## src/rtl/led_game_pkg.sv

```systemverilog
// Shared types and helpers for the LED target game: game states, the
// default target-index width and a saturating counter increment.
package led_game_pkg;

    typedef enum logic [1:0] {
        IDLE,
        WAIT,
        LIT,
        DONE
    } state_t;

    localparam int N_LEDS_DEFAULT = 4;
    localparam int IDX_W          = $clog2(N_LEDS_DEFAULT);

    // Adds one unless the value has already reached the limit.
    function automatic logic [31:0] sat_inc(input logic [31:0] value, input logic [31:0] limit);
        return (value >= limit) ? value : value + 32'd1;
    endfunction

endpackage

```

## src/rtl/btn_edge_detect.sv

```systemverilog
// Registers the button vector every cycle and flags buttons that have just
// gone from released to pressed, so a held button produces one press pulse.
module btn_edge_detect #(
    parameter int N_LEDS = 4
) (
    input  logic              clk,
    input  logic              rst,
    input  logic [N_LEDS-1:0] btn,
    output logic [N_LEDS-1:0] press
);

    logic [N_LEDS-1:0] btn_q;

    // Button history, cleared by the synchronous active-low reset.
    always_ff @(posedge clk) begin
        if (!rst) begin
            btn_q <= '0;
        end else begin
            btn_q <= btn;
        end
    end

    assign press = btn & ~btn_q;

endmodule

```

## src/rtl/led_target_game.sv

```systemverilog
// Target-and-score engine: lights one target per accepted change strobe,
// scores a rising press on the target, charges a miss for a wrong press or
// a timeout, and stops after ROUNDS targets with game_over raised.
module led_target_game
    import led_game_pkg::*;
#(
    parameter int N_LEDS    = 4,
    parameter int SCORE_W   = 8,
    parameter int TIMEOUT_W = 16,
    parameter int ROUNDS    = 16
) (
    input  logic                       clk,
    input  logic                       rst,
    input  logic                       start,
    input  logic                       change,
    input  logic [$clog2(N_LEDS)-1:0]  rand_num,
    input  logic [N_LEDS-1:0]          btn,
    input  logic [TIMEOUT_W-1:0]       timeout_cycles,
    output logic [N_LEDS-1:0]          led,
    output logic [SCORE_W-1:0]         score,
    output logic [SCORE_W-1:0]         misses,
    output logic [SCORE_W-1:0]         round_cnt,
    output logic                       game_over
);

    localparam int          TGT_W   = $clog2(N_LEDS);
    localparam logic [31:0] CNT_MAX = (32'd1 << SCORE_W) - 32'd1;

    state_t               state;
    state_t               next_state;
    logic [TGT_W-1:0]     target;
    logic [TIMEOUT_W-1:0] timer;
    logic [N_LEDS-1:0]    press;
    logic [N_LEDS-1:0]    target_mask;
    logic                 valid_pick;
    logic                 wrong_press;
    logic                 hit;
    logic                 expire;
    logic                 resolve;
    logic                 last_round;

    btn_edge_detect #(
        .N_LEDS(N_LEDS)
    ) u_edge (
        .clk  (clk),
        .rst  (rst),
        .btn  (btn),
        .press(press)
    );

    // A wrong press outranks a simultaneous target press; a pending timeout
    // only counts when no press arrived in that cycle.
    assign target_mask = N_LEDS'(1) << target;
    assign valid_pick  = change && (32'(rand_num) < 32'(N_LEDS));
    assign wrong_press = |(press & ~target_mask);
    assign hit         = |(press & target_mask);
    assign expire      = (timer == TIMEOUT_W'(1));
    assign resolve     = wrong_press || hit || expire;
    assign last_round  = (round_cnt == SCORE_W'(ROUNDS));

    // State register.
    always_ff @(posedge clk) begin
        if (!rst) begin
            state <= IDLE;
        end else begin
            state <= next_state;
        end
    end

    // Next-state logic; dropping start aborts from any running state.
    always_comb begin
        next_state = state;
        case (state)
            IDLE: if (start) next_state = WAIT;
            WAIT: begin
                if (!start)          next_state = IDLE;
                else if (valid_pick) next_state = LIT;
            end
            LIT: begin
                if (!start)       next_state = IDLE;
                else if (resolve) next_state = last_round ? DONE : WAIT;
            end
            DONE: if (!start) next_state = IDLE;
            default: next_state = IDLE;
        endcase
    end

    // Outputs decoded purely from the state and the latched target.
    always_comb begin
        led       = '0;
        game_over = 1'b0;
        case (state)
            LIT:     led       = target_mask;
            DONE:    game_over = 1'b1;
            default: ;
        endcase
    end

    // Target latch, lit-time countdown and the three game counters.
    always_ff @(posedge clk) begin
        if (!rst) begin
            target    <= '0;
            timer     <= '0;
            score     <= '0;
            misses    <= '0;
            round_cnt <= '0;
        end else begin
            case (state)
                IDLE: begin
                    if (start) begin
                        score     <= '0;
                        misses    <= '0;
                        round_cnt <= '0;
                    end
                end
                WAIT: begin
                    if (start && valid_pick) begin
                        target    <= rand_num;
                        timer     <= (timeout_cycles == '0) ? TIMEOUT_W'(1) : timeout_cycles;
                        round_cnt <= SCORE_W'(sat_inc(32'(round_cnt), CNT_MAX));
                    end
                end
                LIT: begin
                    if (start) begin
                        if (wrong_press || (!hit && expire)) begin
                            misses <= SCORE_W'(sat_inc(32'(misses), CNT_MAX));
                        end else if (hit) begin
                            score <= SCORE_W'(sat_inc(32'(score), CNT_MAX));
                        end else begin
                            timer <= timer - TIMEOUT_W'(1);
                        end
                    end
                end
                default: ;
            endcase
        end
    end

endmodule

```

## config.mk

```make
export PLATFORM = sky130hd
export DESIGN_NAME = led_target_game
export DESIGN_NICKNAME = d
export VERILOG_FILES = /design/src/rtl/led_game_pkg.sv /design/src/rtl/btn_edge_detect.sv /design/src/rtl/led_target_game.sv
export SDC_FILE = /design/constraint.sdc
export NUM_CORES = 1
export LEC_CHECK = 0
export CAP_MARGIN = 20
export CORE_UTILIZATION = 35
export CTS_CLUSTER_SIZE = 28
export DETAILED_ROUTE_END_ITERATION = 12
export PLACE_DENSITY = 0.59
export SYNTH_ARGS = -nofsm -noshare
export SYNTH_HDL_FRONTEND = slang
export SYNTH_SLANG_ARGS = --single-unit
```

## constraint.sdc

```tcl
create_clock -name clk -period 2.4 [get_ports clk]
set_clock_uncertainty 0.05 [all_clocks]
set_input_delay 0.48 -clock clk [delete_from_list [all_inputs] [get_ports clk]]
set_output_delay 0.48 -clock clk [all_outputs]
set_load 0.03 [all_outputs]
```

==> results.txt <==
The mean post-synth cell area came out at ~8.0 sq um. The startpoint identified for the worst hold timing path is btn[3]. By instance count, the leading cell after synthesis is sky130_fd_sc_hd__dfxtp_1.

From left edge to right edge, the die measures about 94 um. After the first detailed-routing iteration, the DRC count stood at ~120. The run finished with clean final reports. The area share of the leading cell type in the synthesized netlist is about a third. The largest incremental delay on the critical path is between 600 and 700 ps.

The buffers plus inverters on the worst setup path is 1. For this design the static power due to leakage is 1.53 nW. The hold violation total from the final report is 0.

The register area came out at around 960 sq um. For this run, the post-layout net count is a little under 500. The number of antenna violations at the first check in global routing is 0. Of the total synthesized cell area, the portion taken by XOR and XNOR cells is 2.34%. The die extent in y is 94.5 um. The pin count of the biggest net entering global routing came out at 27. Sequential cells were found to cover 32.1% of the synthesized design area. Setup violations remaining at the end of the flow were counted as 0. The first-pass GRT wire length is roughly 14000 um.

The total vias in the final route is approximately 3200. Setup repair after global routing left no endpoint under its margin. The final routed DRC violation total is 0. STA classifies the critical path startpoint as a flop. Counting flops and latches in the post-synthesis netlist gives 48. The synthesized instance count is around 370. The clock passes through at most 2 buffers. Ranked by total cell area, the synthesized netlist is headed by sky130_fd_sc_hd__dfxtp_1 32%, sky130_fd_sc_hd__o311ai_0 4.4%, sky130_fd_sc_hd__o21ai_0 4.2%, sky130_fd_sc_hd__nand2_1 3.6%, sky130_fd_sc_hd__nor2_1 3.6%. In the global route stage, overall resource usage came out at 20.0%. The number of maximum-capacitance violations came out at 0. The total iterations of the first detailed-routing run is 4.

The share of the synthesized area in compound gates (AO/OA/AOI/OAI) is a little over a quarter. The utilization of the core after routing came out at just under 50%. The floorplan has 33 rows.

The clock-pin slew of the registers on the worst-case setup and hold paths came out at around 100 ps. The number of I/O pins is between 50 and 60. The worst register-to-register path begins at timer[12]$_SDFFE_PN0P_. The normalized max-slew margin is approximately 66%. The signal on the critical path passes through nand2b_1 -> nor2_1 -> clkdlybuf4s50_1. The worst setup path is of the reg2out kind.

The CTS sink count is 48. The routed length per placed instance came out at 15.4 um. The largest total area in the synthesized netlist belongs to sky130_fd_sc_hd__dfxtp_1. After clock tree synthesis, the setup repair step added 0 buffers. The estimated wirelength of the detail-placed design came out at around 6400 um. The worst hold endpoint is u_edge.btn_q[3]$_SDFF_PN0_. The arithmetic-cell share of the synthesized area counting full adders, half adders and majority gates is ~2.5%. The worst-case IR drop observed on VDD is 0.220 mV. The area overhead of the layout relative to synthesis is 36.4%. The number of hold buffers added after CTS was 0. The floorplan core area came out at between 0.008 and 0.009 sq mm. The worst endpoint required time is between 1500 and 2000 ps.

The most used flip-flop cell after synthesis is sky130_fd_sc_hd__dfxtp_1. The via density per instance is between 5 and 6. Data arrives at the worst endpoint at roughly 1800 ps. The post-detailed-placement cell area is slightly below 0.004 sq mm.

In this run the critical register-to-register path is captured at misses[7]$_SDFFE_PN0P_. The total non-filler cell area in the finished layout is 0.00408 sq mm. In this design, the largest share of critical-path delay is due to buffers and inverters.

The fraction of final layout cells with drive strength greater than 1 came out at approximately 18%. The path type of the worst min-delay path is in2reg. The count of cells along the worst register-to-register path is 6. The slowest stage of the critical path belongs to the cell sky130_fd_sc_hd__clkdlybuf4s50_1. The worst register-to-register path has a setup slack of approximately 200 ps. When the netlist entered floorplanning its net count stood at 406. The final max-slew violation count came out at 0.

The smallest clock period supported by the final layout is computed as 2300 ps. The number of routed nets with antenna violations is 0. After global routing the overflow that remains totals 0. The clock latency at the later pin of the worst-skew pair came out at about 310 ps. 0 antenna diodes ended up in the layout. Buffers inserted during clock tree synthesis total 5. The root buffer selected by CTS is sky130_fd_sc_hd__clkbuf_8.

The H-tree was split into 2 levels. Hold is met by ~410 ps. The final weighted congestion of routability-driven global placement is approximately 0.93. The top fanout value on the critical path came out at 9.

The worst hold path was traced through 2 stages. The number of synthesized flops with an enable pin is 0. The number of fillers in the final layout is slightly below 800.

The number of synthesis warnings came out at 0. The full die area is roughly 0.009 sq mm. The highest clock rate is 0.435 GHz. The initial utilization of the core area, before any placement, comes to between 30% and 40%. Of the available clock period, the critical path in the final layout requires a little over nine tenths. The actual slew at the worst max-slew pin came out at approximately 500 ps.

The share of synthesized area spent on multiplexers is 2.09%. The sum of routed wire length over all layers came out at 8730 um. The number of global-route vias before repair came out at ~2900. In this run the tool buffered the top-level ports with 54 buffer cells. The worst setup path is captured at a primary output.

The power per standard cell area came out at around 420 mW/mm^2. The netlist area before placement came out at between 0.002 and 0.003 sq mm. The count of cell types in the netlist is between 60 and 70. The area taken by multi-input logic gates came out at just under 0.002 sq mm. The async set or reset register ratio after synthesis came out at 0%. The main combinational cell family by area after synthesis is simple AND/OR/NAND/NOR gates. The synthesized netlist devotes 30.9% of its cell area to simple gates. Counting instances in the post-synthesis netlist gives the leading cell types as 48 x sky130_fd_sc_hd__dfxtp_1, 29 x sky130_fd_sc_hd__nand2_1, 29 x sky130_fd_sc_hd__nor2_1. TritonCTS built the clock tree.
-- cells by family after synthesis --
logic type | count (synthesis)
fa+ha+maj | 6
simple gates | 164
xor+xnor | 8
compound gates | 113
flops | 48
mux | 5
buf+inv | 30
-- power by group --
part,leakage [nW],switching [mW],total (mW),internal [mW]
combinational,1.10,0.174,0.328,0.154
sequential,0.389,0.0160,0.827,0.811
clock,0.0434,0.309,0.543,0.234
-- cells in the final DEF (no fill, tap or decap), types with 6 or more instances in the layout --
cell / count
sky130_fd_sc_hd__nand2_1: 29
sky130_fd_sc_hd__nor2_1: 28
sky130_fd_sc_hd__nand3_1: 12
sky130_fd_sc_hd__o211ai_1: 6
sky130_fd_sc_hd__a31oi_1: 7
sky130_fd_sc_hd__nor3_1: 7
sky130_fd_sc_hd__ha_1: 6
sky130_fd_sc_hd__o311ai_0: 12
sky130_fd_sc_hd__clkdlybuf4s50_1: 49
sky130_fd_sc_hd__xor2_1: 7
sky130_fd_sc_hd__a21oi_1: 16
sky130_fd_sc_hd__clkbuf_8: 6
sky130_fd_sc_hd__and2_1: 6
sky130_fd_sc_hd__nor4_1: 15
sky130_fd_sc_hd__nand2b_1: 16
sky130_fd_sc_hd__o21ai_0: 24
sky130_fd_sc_hd__buf_4: 51
sky130_fd_sc_hd__and3_1: 10
sky130_fd_sc_hd__dfxtp_1: 47
sky130_fd_sc_hd__inv_1: 7
sky130_fd_sc_hd__o31ai_1: 9
-- layer usage --
metal	up-vias	GRT usage, %	share of wire (%)
li1	1616	-	-
met1	1474	26.3	47
met2	66	34.1	47
met3	9	3.38	4.5
met4	0	4.42	1.0
met5	-	0	0
-- through the flow --
step                setup slack [ps]  cells  power (mW)  setup TNS (ps)
finish                           103    567        1.70               0
global route                    1.89    567        1.77               0
CTS                            0.991    567        1.70               0
detailed placement              -347    559        1.16           -7190
global placement                -308    559        1.16           -6520
floorplan                       28.4    374        1.01               0
-- worst register-to-register path, delay by kind of cell (launching register included) --
kind	cells	cell delay, ps
and+or+nand+nor	4	1340
DFF	1	360
AOI/OAI and AO/OA	2	370
-- state kept, by name, indices dropped and copies added (netlist names) --
register / count
timer: 16
misses: 8
score: 8
state: 2
target: 2
u_edge.btn_q: 4
round_cnt: 8
-- final cells by class --
type,count,share of cell area [%]
clock buffers,6,2.02
repair buffers,102,22.0
well taps,105,3.22
inverters,8,0.736
flip-flops and latches,48,23.6
multi-input cells,296,48.1
clock inverters,2,0.368
-- worst max path at each step --
| stage | slack (ps) | endpoint | start | cells after the start |
|---|---|---|---|---|
| final | 100 | led[1] | state[1]$_SDFFE_PN0P_ | 3 |
| after global routing | 2 | timer[0]$_SDFFE_PN0P_ | btn[0] | 8 |
| after CTS | 1 | score[4]$_SDFFE_PN0P_ | btn[3] | 8 |
| after detailed placement | -350 | score[4]$_SDFFE_PN0P_ | btn[3] | 8 |
| after global placement | -310 | score[2]$_SDFFE_PN0P_ | btn[3] | 8 |
| after floorplan | 30 | led[2] | state[1]$_SDFFE_PN0P_ | 6 |
-- what timing repair did --
action	4_1_cts	5_1_grt
gates resized for setup	1	17
setup endpoints to repair	1	25
pin swaps	0	0
endpoints found under the hold margin	0	0
No activity file was read; power rests on OpenSTA's default activity.
